File: config.mk
export PLATFORM = sky130hd
export DESIGN_NAME = imm_gen_pipe
export DESIGN_NICKNAME = d
export VERILOG_FILES = /design/src/rtl/imm_gen_pipe.sv
export SDC_FILE = /design/constraint.sdc
export NUM_CORES = 1
export LEC_CHECK = 0
export CAP_MARGIN = 40
export CORE_UTILIZATION = 50
export DETAILED_ROUTE_END_ITERATION = 12
export GPL_ROUTABILITY_DRIVEN = 0
export PLACE_DENSITY = 0.87
export RECOVER_POWER = 50
export SLEW_MARGIN = 20
export SYNTH_ARGS = -nofsm -noshare
export SYNTH_HDL_FRONTEND = slang
export SYNTH_SLANG_ARGS = --single-unit
export TNS_END_PERCENT = 50
File: constraint.sdc
create_clock -name clk -period 3.7 [get_ports clk]
set_clock_uncertainty 0.1 [all_clocks]
set_input_delay 0.74 -clock clk [delete_from_list [all_inputs] [get_ports clk]]
set_output_delay 0.74 -clock clk [all_outputs]
set_load 0.03 [all_outputs]
File: src/rtl/imm_gen_pipe.sv
`default_nettype none
// ============================================================================
//  Module      : imm_gen_pipe
//  Description : RISC-V immediate generator with a 2-entry in-order output
//                buffer. Decodes U/J/I/B/S immediates, hart ID and CSR zimm,
//                tags each result with its hart, and supports per-hart flush.
//  Revision    : 1.0 - initial release
// ============================================================================
module imm_gen_pipe #(
    parameter int          XLEN        = 32,
    parameter int          NUM_HARTS   = 4,
    parameter logic [63:0] HARTID_BASE = 64'd0,
    localparam int         HW          = (NUM_HARTS > 2) ? $clog2(NUM_HARTS) : 1
) (
    input  logic            clk,
    input  logic            reset,
    input  logic            in_valid,
    output logic            in_ready,
    input  logic [2:0]      in_sel,
    input  logic [24:0]     in_instr,
    input  logic [HW-1:0]   in_hart,
    input  logic            flush,
    input  logic [HW-1:0]   flush_hart,
    output logic            out_valid,
    input  logic            out_ready,
    output logic [XLEN-1:0] out_imm,
    output logic [HW-1:0]   out_hart,
    output logic            out_err
);

    // Immediate format selectors
    localparam logic [2:0] c_SEL_U    = 3'd0;
    localparam logic [2:0] c_SEL_J    = 3'd1;
    localparam logic [2:0] c_SEL_I    = 3'd2;
    localparam logic [2:0] c_SEL_B    = 3'd3;
    localparam logic [2:0] c_SEL_S    = 3'd4;
    localparam logic [2:0] c_SEL_HART = 3'd5;
    localparam logic [2:0] c_SEL_CSR  = 3'd6;
    localparam logic [2:0] c_SEL_ILL  = 3'd7;

    localparam int c_DEPTH = 2;

    // ------------------------------------------------------------------
    // Decode
    // ------------------------------------------------------------------
    logic [31:0]     w_raw;      // 32-bit result before extension to XLEN
    logic [XLEN-1:0] w_dec_imm;
    logic            w_dec_err;

    // Assemble the 32-bit immediate for the selected format; every format
    // with a sign carries it in bit 31, and the zimm leaves bit 31 clear,
    // so one uniform sign extension to XLEN covers all of them.
    always_comb begin
        w_raw = 32'd0;
        case (in_sel)
            c_SEL_U:   w_raw = {in_instr[24:5], 12'b0};
            c_SEL_J:   w_raw = {{11{in_instr[24]}}, in_instr[24], in_instr[12:5],
                                in_instr[13], in_instr[23:14], 1'b0};
            c_SEL_I:   w_raw = {{20{in_instr[24]}}, in_instr[24:13]};
            c_SEL_B:   w_raw = {{19{in_instr[24]}}, in_instr[24], in_instr[0],
                                in_instr[23:18], in_instr[4:1], 1'b0};
            c_SEL_S:   w_raw = {{20{in_instr[24]}}, in_instr[24:18], in_instr[4:0]};
            c_SEL_CSR: w_raw = {27'd0, in_instr[12:8]};
            default:   w_raw = 32'd0;
        endcase
    end

    // Extend to XLEN, then override for hart ID (modular add) and illegal
    always_comb begin
        w_dec_imm       = {XLEN{w_raw[31]}};
        w_dec_imm[31:0] = w_raw;
        w_dec_err       = 1'b0;
        if (in_sel == c_SEL_HART) begin
            w_dec_imm = HARTID_BASE[XLEN-1:0] + XLEN'(in_hart);
        end
        if (in_sel == c_SEL_ILL) begin
            w_dec_imm = '0;
            w_dec_err = 1'b1;
        end
    end

    // ------------------------------------------------------------------
    // Output buffer: slot 0 is always the head
    // ------------------------------------------------------------------
    logic [1:0]      r_count;
    logic [XLEN-1:0] r_imm  [c_DEPTH];
    logic [HW-1:0]   r_hart [c_DEPTH];
    logic            r_err  [c_DEPTH];

    logic            w_push;
    logic            w_pop;
    logic            w_v    [c_DEPTH];
    logic [XLEN-1:0] w_imm  [c_DEPTH];
    logic [HW-1:0]   w_hart [c_DEPTH];
    logic            w_err  [c_DEPTH];
    logic [1:0]      w_count_nxt;

    // in_ready depends only on stored occupancy (and is held low in reset)
    assign in_ready  = ~reset & (r_count != 2'd2);
    assign out_valid = (r_count != 2'd0);
    assign out_imm   = r_imm[0];
    assign out_hart  = r_hart[0];
    assign out_err   = r_err[0];

    // A request from the hart being flushed this cycle is dropped on entry
    assign w_push = in_valid & in_ready & ~(flush & (in_hart == flush_hart));
    assign w_pop  = out_valid & out_ready;

    // Next buffer image: retire head on pop, drop flushed entries,
    // close any gap so order is kept, then append the new entry.
    always_comb begin
        w_v[0] = (r_count != 2'd0);
        w_v[1] = (r_count == 2'd2);
        for (int i = 0; i < c_DEPTH; i++) begin
            w_imm[i]  = r_imm[i];
            w_hart[i] = r_hart[i];
            w_err[i]  = r_err[i];
        end

        if (w_pop) begin
            w_v[0]    = w_v[1];
            w_imm[0]  = r_imm[1];
            w_hart[0] = r_hart[1];
            w_err[0]  = r_err[1];
            w_v[1]    = 1'b0;
        end

        if (flush) begin
            for (int i = 0; i < c_DEPTH; i++) begin
                if (w_hart[i] == flush_hart) begin
                    w_v[i] = 1'b0;
                end
            end
        end

        if (!w_v[0] && w_v[1]) begin
            w_v[0]    = 1'b1;
            w_imm[0]  = w_imm[1];
            w_hart[0] = w_hart[1];
            w_err[0]  = w_err[1];
            w_v[1]    = 1'b0;
        end

        // in_ready guarantees at most one survivor when pushing
        if (w_push) begin
            if (w_v[0]) begin
                w_v[1]    = 1'b1;
                w_imm[1]  = w_dec_imm;
                w_hart[1] = in_hart;
                w_err[1]  = w_dec_err;
            end else begin
                w_v[0]    = 1'b1;
                w_imm[0]  = w_dec_imm;
                w_hart[0] = in_hart;
                w_err[0]  = w_dec_err;
            end
        end

        w_count_nxt = {1'b0, w_v[0]} + {1'b0, w_v[1]};
    end

    // Buffer state register; reset empties the buffer immediately
    always_ff @(posedge clk or posedge reset) begin
        if (reset) begin
            r_count <= 2'd0;
            for (int i = 0; i < c_DEPTH; i++) begin
                r_imm[i]  <= '0;
                r_hart[i] <= '0;
                r_err[i]  <= 1'b0;
            end
        end else begin
            r_count <= w_count_nxt;
            for (int i = 0; i < c_DEPTH; i++) begin
                r_imm[i]  <= w_imm[i];
                r_hart[i] <= w_hart[i];
                r_err[i]  <= w_err[i];
            end
        end
    end

endmodule
`default_nettype wire

-- After elaboration in Yosys (flattened, before gate mapping)
Cells that the tools add are included.
- $lt $le $gt $ge: 0
- eq/ne operators: 12
- shift operators: 0
- multiply operators: 0
- add/sub/neg operators: 1
- bitwise gates (word level): 7
- reductions and logical operators: 5
- multiplexer cells: 26
- div/mod/pow operators: 0
- operators with widths (cell ; count):
    32-bit 2-to-1 mux ; 6
    32-bit one-hot mux with 6 select lines ; 1
    64-bit 2-to-1 mux ; 1
    2-bit 2-to-1 mux ; 9
    3-bit equality test (second input constant) ; 4
    1-bit 2-to-1 mux ; 8
    2-bit equality test ; 3
    3-bit by 2-bit equality test with 1-bit output (second input constant) ; 2
    1-bit AND ; 5
    4-bit 2-to-1 mux ; 1
    3-bit by 1-bit equality test with 1-bit output (second input constant) ; 1
    3-bit logical NOT ; 1
    1-bit by 1-bit adder with 2-bit output ; 1
    2-bit equality test (second input constant) ; 1
    2-bit inequality test (second input constant) ; 1
    1-bit inverter ; 2
    2-bit AND reduction ; 1
    2-bit nonzero test ; 1
    1-bit logical AND ; 1
    1-bit logical NOT ; 1
- memories kept: 0
- output and inout port bits: 37
- flip-flop bits (word level): 72
- memory bits (read-only): 0
- latch bits: 0
- bits in writable memories: 0

-- Logic depth before layout (Yosys ltp)
Gate-level depths: netlist (run 1).
- depth after elaboration: 12
- gate-level depth with buffers: 8
- gate-level depth less buffers: 6

-- Worst setup path before layout (run 1)
OpenSTA, ideal clock, no wires.
- kind: input to register
- start: input port reset
- end: register r_imm, in the netlist out_imm[11]
- buffers on the path: 2
- data required time: 3.471 ns
- path slack: -0.038 ns
- cell stages on the path: 7
- arrival: 3.509 ns
- setup time: 0.129 ns
- cells stage by stage: inv_1 -> o211ai_1 -> nor2_1 -> o21ai_1 -> buf_4 -> buf_6 -> mux2i_1
- RTL lines (element ; RTL line ; text):
    from (decl) ; 16 ; input logic reset,
    to (signal, indexed assignment) ; 174 ; r_imm[i] <= w_imm[i];
    to (decl) ; 86 ; logic [XLEN-1:0] r_imm [c_DEPTH];

-- Worst setup path in the final report (run 1)
- start: input port reset
- end: output port in_ready
- longest elaborated chain between the ends: 2
- ends and longest elaborated chain (element ; RTL line ; text):
    1-bit inverter ; 99 ; assign in_ready = ~reset & (r_count != 2'd2);
    1-bit AND ; 99 ;
    to (decl) ; 18 ; output logic in_ready,
No other way between the ends.

==> flow_summary_export.csv, run 1 <==
group,metric,value,unit
global_route,grt_pass1_vias,3145,
detailed_routing,wirelength,9.56,mm
synthesis,synth-edff-count,0,
detailed_routing,drt_iter0_markers,157,
global_route,grt_usage,23.6,%
sta,fmaxAchievable,322,MHz
synthesis,synth-xor-area-share,1.51,%
clock_tree,cts_tree,"built",
placement,hpwl,6.73,mm
sta,drv_slew,31,
floorplan,die_area,8500,um2
synthesis,synth_cells,375,
detailed_routing,firstDrtPassIters,4,
worst_setup_path,end_kind,"primary output",
synthesis,synth_area_leader_cell,"dfrtp_1",
flow_run,maxCapViolCount,1,
global_route,grt_max_degree,43,
sta,period_needed,3110,ps
clock_tree,post_cts_buffers,0,
global_route,grt_use_met3,3.90,%
global_route,met1_usage,29.9,%
layout,fillers,604,
sta,tightest_slew,1720,ps
clock_tree,cts_buffers,9,
worst_setup_path,criticalPathCategory,"in2out",
sta,relSlewSlack,-14.5,%
detailed_routing,wl_per_cell,18.4,um
worst_setup_path,cp.required,2860,ps
power,leakagePower,2.23,nW
detailed_routing,vias,3044,
worst_setup_path,critPathMaxFanout,3,
clock_tree,clock_path_buffers,2,
synthesis,ys_top_cells_by_area,"dfrtp_1 44%, mux2i_1 20%, buf_4 7.2%",
worst_setup_path,startpoint_type,"input port",
layout,syn_to_final_growth,18.7,%
global_route,grtUsageMet2,38.8,%
sta,finalHoldViolations,0,
global_route,grt.busiest_layer,"met2",
placement,numPortBuffers,73,
synthesis,synthAdderAreaFrac,0.308,%
floorplan,ios,74,
synthesis,synth.top_cell.area_share,44.3,%
sta,fin_ws,591,ps
global_route,grt_pass1_wl,15.6,mm
detailed_routing,drc,0,
layout,stdcell_count,520,
detailed_routing,ant_nets,0,
synthesis,synthMuxAreaShare,22.1,%
layout,diodes,0,
layout,final_common_cell,"mux2i_1",
synthesis,ys_types,39,
synthesis,synth_top_family_by_area,"multiplexers",
global_route,grt.overflow.total,0,
placement,placedCellCount,504,
floorplan,floorplan.initialDensity,52.1,%
layout,drive_above_1_share,9.81,%
hold_path,hp-class,"reg2reg",
synthesis,ys_ff_latch,72,
sta,setup_viol,0,
clock_tree,h-tree-depth,3,
clock_tree,clock_latency,340,ps
layout,nNetsFinal,451,
placement,pre_cts_ws,483,ps
synthesis,ys_seq_area_share,44.3,%
synthesis,synthFlopType,"dfrtp_1",
floorplan,row_count,32,
clock_tree,post_cts_resize_count,0,
synthesis,yosys.area_share.simple,4.92,%
outcome,violations,"capacitance limit, slew limit",
synthesis,ys.warnings.count,0,
sta,rsz0062_at_grt,"no",
global_route,antenna_found_initial,0,
sta,finalSetupTns,0,ps
outcome,status,"complete, but fails checks",
synthesis,syn_avg_cell_area,10.8,um2
floorplan,die_h,92.2,um
power,vdd.ir_drop.worst,0.402,mV
synthesis,synth_nets,413,
layout,final_cell_mix,"80 x mux2i_1, 72 x dfrtp_1, 54 x clkdlybuf4s50_1, 50 x a21oi_1, 26 x a31oi_1",
clock_tree,clkTransAtPathRegs,70,ps
clock_tree,cts-root-buf,"clkbuf_8",
clock_tree,cts_hold_buffers,0,
worst_setup_path,cp_data_arrival_time,2270,ps
power,power.density,874,nW/um2
sta,timing.final.crit_share,84.0,%
clock_tree,cts_num_sinks,72,
synthesis,async_flop_share,100,%
synthesis,synth-compound-area-share,14.5,%
floorplan,coreArea,7810,um2
detailed_routing,vias_per_cell,5.85,
synthesis,syn_area,4070,um2
floorplan,die_width,92.2,um
[routing by layer]
metal,share of wire [%],up-vias
li1,-,1388
met1,41,1503
met2,50,128
met3,6.1,25
met4,3.1,0
met5,0,-
[critical path, stage by stage]
cell             delay, ps
dlygate4sd3_1          590
clkinvlp_2             120
o21a_1                 150
clkdlybuf4s50_1        670
[where the power goes]
group          internal [mW]  switching [mW]
Combinational          0.896            1.21
Clock                  0.378           0.293
Sequential              1.19           0.248
Total                   2.46            1.75
[layout make-up]
class	instances	area, um2	share of cell area [%]
flip-flops and latches	72	1800	37.3
multi-input cells	231	1780	36.9
repair buffers	87	857	17.8
clock buffers	10	128	2.64
well taps	102	128	2.64
clock inverters	6	83.8	1.74
inverters	12	46.3	0.959
[worst paths after layout]
path	startpoint	to	slack, ps	cells after the start
max	reset	in_ready	590	4
min	r_imm[8]	r_imm[8]	430	2
max reg2reg	r_hart[1]	out_imm[9]	1360	6
min reg2reg	r_imm[8]	r_imm[8]	430	2
max in group asynchronous	reset	r_imm[0]	1030	3
min in group asynchronous	reset	r_count[1]	1480	3
[cells by family (layout without fill, tap and decap cells)]
family / Yosys count / in the layout
AOI/OAI and AO/OA: 97 / 97
muxes: 88 / 88
DFF: 72 / 72
buffers and inverters: 72 / 115
and+or+nand+nor: 38 / 38
xor gates and xnor gates: 7 / 7
adders and majority gates: 1 / 1
[stage by stage]
step,instance area [um2],power [mW],hold WS (ps),util [%]
after floorplan,4070,3.16,397,-
after global placement,4600,3.50,408,58.9
after detailed placement,4620,3.58,422,59.2
after CTS,4830,4.27,431,61.9
after global routing,4830,4.45,450,61.8
final,4830,4.22,427,61.8
[synthesized netlist by cell type (all sizes together), types with 3 or more instances]
| cell | n |
|---|---|
| a21oi | 50 |
| o21ai | 5 |
| mux2i | 80 |
| a22oi | 4 |
| buf | 52 |
| inv | 12 |
| clkbuf | 8 |
| nor2b | 3 |
| a31oi | 26 |
| o22a | 3 |
| nand2 | 12 |
| nor2 | 11 |
| dfrtp | 72 |
| xnor2 | 7 |
| nand3 | 3 |
| mux2 | 8 |
[sequential cells by signal (all words and copies together) (netlist names)]
name	flops
r_err	1
r_imm	32
r_count	2
out_hart	2
r_hart	2
out_err	1
out_imm	32
(Power assumes the default switching activity.)
==> inputs of run 2 (changes only) <==
Clock period 3.7 ns to 3.2 ns, I/O delays scaled along.
==> flow_summary_export.csv, run 2 (same netlist as run 1, synthesis figures left out) <==
group,metric,value,unit
outcome,status,"complete, no violations",
floorplan,row_count,32,
global_route,antenna_found_initial,0,
worst_setup_path,critPathMaxStageDelay,670,ps
floorplan,die_h,92.2,um
sta,finalHoldViolations,0,
global_route,grt_pass1_wl,15.2,mm
worst_setup_path,critPathLaunch,"reset",
global_route,grt_pass1_vias,3091,
clock_tree,post_cts_buffers,0,
global_route,grt.overflow.total,0,
global_route,grt_max_degree,61,
clock_tree,clock_latency,340,ps
power,leakagePower,2.23,nW
worst_setup_path,cp_data_arrival_time,2200,ps
detailed_routing,vias_per_cell,5.72,
clock_tree,post_cts_resize_count,0,
detailed_routing,firstDrtPassIters,4,
sta,drv_slew,0,
layout,nNetsFinal,452,
worst_setup_path,cp.required,2460,ps
sta,setup_viol,0,
worst_setup_path,timing.rr.start,"r_hart[1]",
layout,fillers,629,
worst_setup_path,critPathMaxFanout,3,
sta,tightest_slew,826,ps
worst_setup_path,startpoint_type,"input port",
clock_tree,clkTransAtPathRegs,80,ps
worst_setup_path,cp_slowest_cell,"clkdlybuf4s50_1",
floorplan,floorplan.initialDensity,52.1,%
placement,pre_cts_ws,238,ps
sta,rsz0062_at_grt,"no",
layout,final_cell_mix,"80 x mux2i_1, 72 x dfrtp_1, 54 x clkdlybuf4s50_1, 50 x a21oi_1, 26 x a31oi_1",
worst_setup_path,reg2reg_slack,980,ps
hold_path,hold_start,"r_imm[5]",
placement,numPortBuffers,73,
sta,fin_ws,261,ps
global_route,grt_usage,23.1,%
floorplan,coreArea,7810,um2
hold_path,whs_path_depth,2,
clock_tree,cts_num_sinks,72,
layout,diodes,0,
clock_tree,cts_buffers,9,
power,finalPower,4.82,mW
layout,fin_area,4820,um2
detailed_routing,wl_per_cell,17.8,um
clock_tree,h-tree-depth,3,
worst_setup_path,reg2regPathDepth,6,
detailed_routing,drt_iter0_markers,191,
detailed_routing,ant_nets,0,
sta,whs,427,ps
detailed_routing,vias,2980,
layout,final_common_cell,"mux2i_1",
detailed_routing,drc,0,
clock_tree,cts_hold_buffers,0,
sta,finalSetupTns,0,ps
floorplan,ios,74,
floorplan,die_area,8500,um2
worst_setup_path,crit_chain,"dlygate4sd3_1 -> clkinvlp_2 -> o21a_1 -> clkdlybuf4s50_1",
worst_setup_path,criticalPathCategory,"in2out",
layout,drive_above_1_share,10.0,%
clock_tree,cts-root-buf,"clkbuf_8",
sta,timing.final.crit_share,91.8,%
clock_tree,cts_tree,"built",
worst_setup_path,end_kind,"primary output",
sta,fmaxAchievable,340,MHz
detailed_routing,wirelength,9.25,mm
layout,syn_to_final_growth,18.6,%
hold_path,min_to,"r_imm[5]",
power,power.density,1000,nW/um2
flow_run,maxCapViolCount,0,
floorplan,die_width,92.2,um
sta,period_needed,2940,ps
hold_path,hp-class,"reg2reg",
worst_setup_path,timing.rr.end,"out_imm[18]",
placement,hpwl,6.62,mm
sta,relSlewSlack,45.0,%
placement,placed_area,4640,um2
power,vdd.ir_drop.worst,0.494,mV
clock_tree,clock_path_buffers,2,
-- run 2: changes by cell type in the layout (fill, tap and decap cells not counted), sizes merged --
cell,previous run,this run
clkbuf,11,13
clkinv,4,2
clkinvlp,1,3
bufinv,2,1
-- run 2: worst max-delay path, delay by kind of cell --
kind	cells	cell delay (ps)
buffers and inverters	3	1400
AOI/OAI and AO/OA	1	160
-- run 2: power by group --
part / internal, mW / switching (mW) / total [mW]
combinational: 1.04 / 1.38 / 2.42
clock: 0.400 / 0.334 / 0.733
sequential: 1.38 / 0.293 / 1.67
-- run 2: how the worst max path moves through the flow --
stage	end	slack [ps]	cells after the start
floorplan	r_hart[0]	110	6
CTS	in_ready	350	4
global route	in_ready	230	4
global placement	out_imm[29]	330	7
detailed placement	out_imm[16]	240	7
finish	in_ready	260	4
-- run 2: metal layers --
layer	track usage (%)	routed length [um]	vias to the layer above
met3	3.90	376	20
met4	9.38	205	0
li1	-	-	1393
met2	38.8	4750	85
met5	0	0	-
met1	29.6	3920	1482
-- run 2: area by class of cell --
| class | count | area [um2] | share of cell area, % |
|---|---|---|---|
| Tap cell | 102 | 128 | 2.65 |
| Clock buffer | 11 | 151 | 3.14 |
| Inverter | 12 | 46.3 | 0.960 |
| Timing Repair Buffer | 88 | 865 | 17.9 |
| Clock inverter | 5 | 55.1 | 1.14 |
| Sequential cell | 72 | 1800 | 37.3 |
| Multi-Input combinational cell | 231 | 1780 | 36.9 |
-- run 2: through the flow --
| step | instances | utilization (%) |
|---|---|---|
| after floorplan | 375 | - |
| after global placement | 504 | 59.1 |
| after detailed placement | 505 | 59.5 |
| after CTS | 521 | 62.1 |
| after global routing | 521 | 61.8 |
| final | 521 | 61.8 |
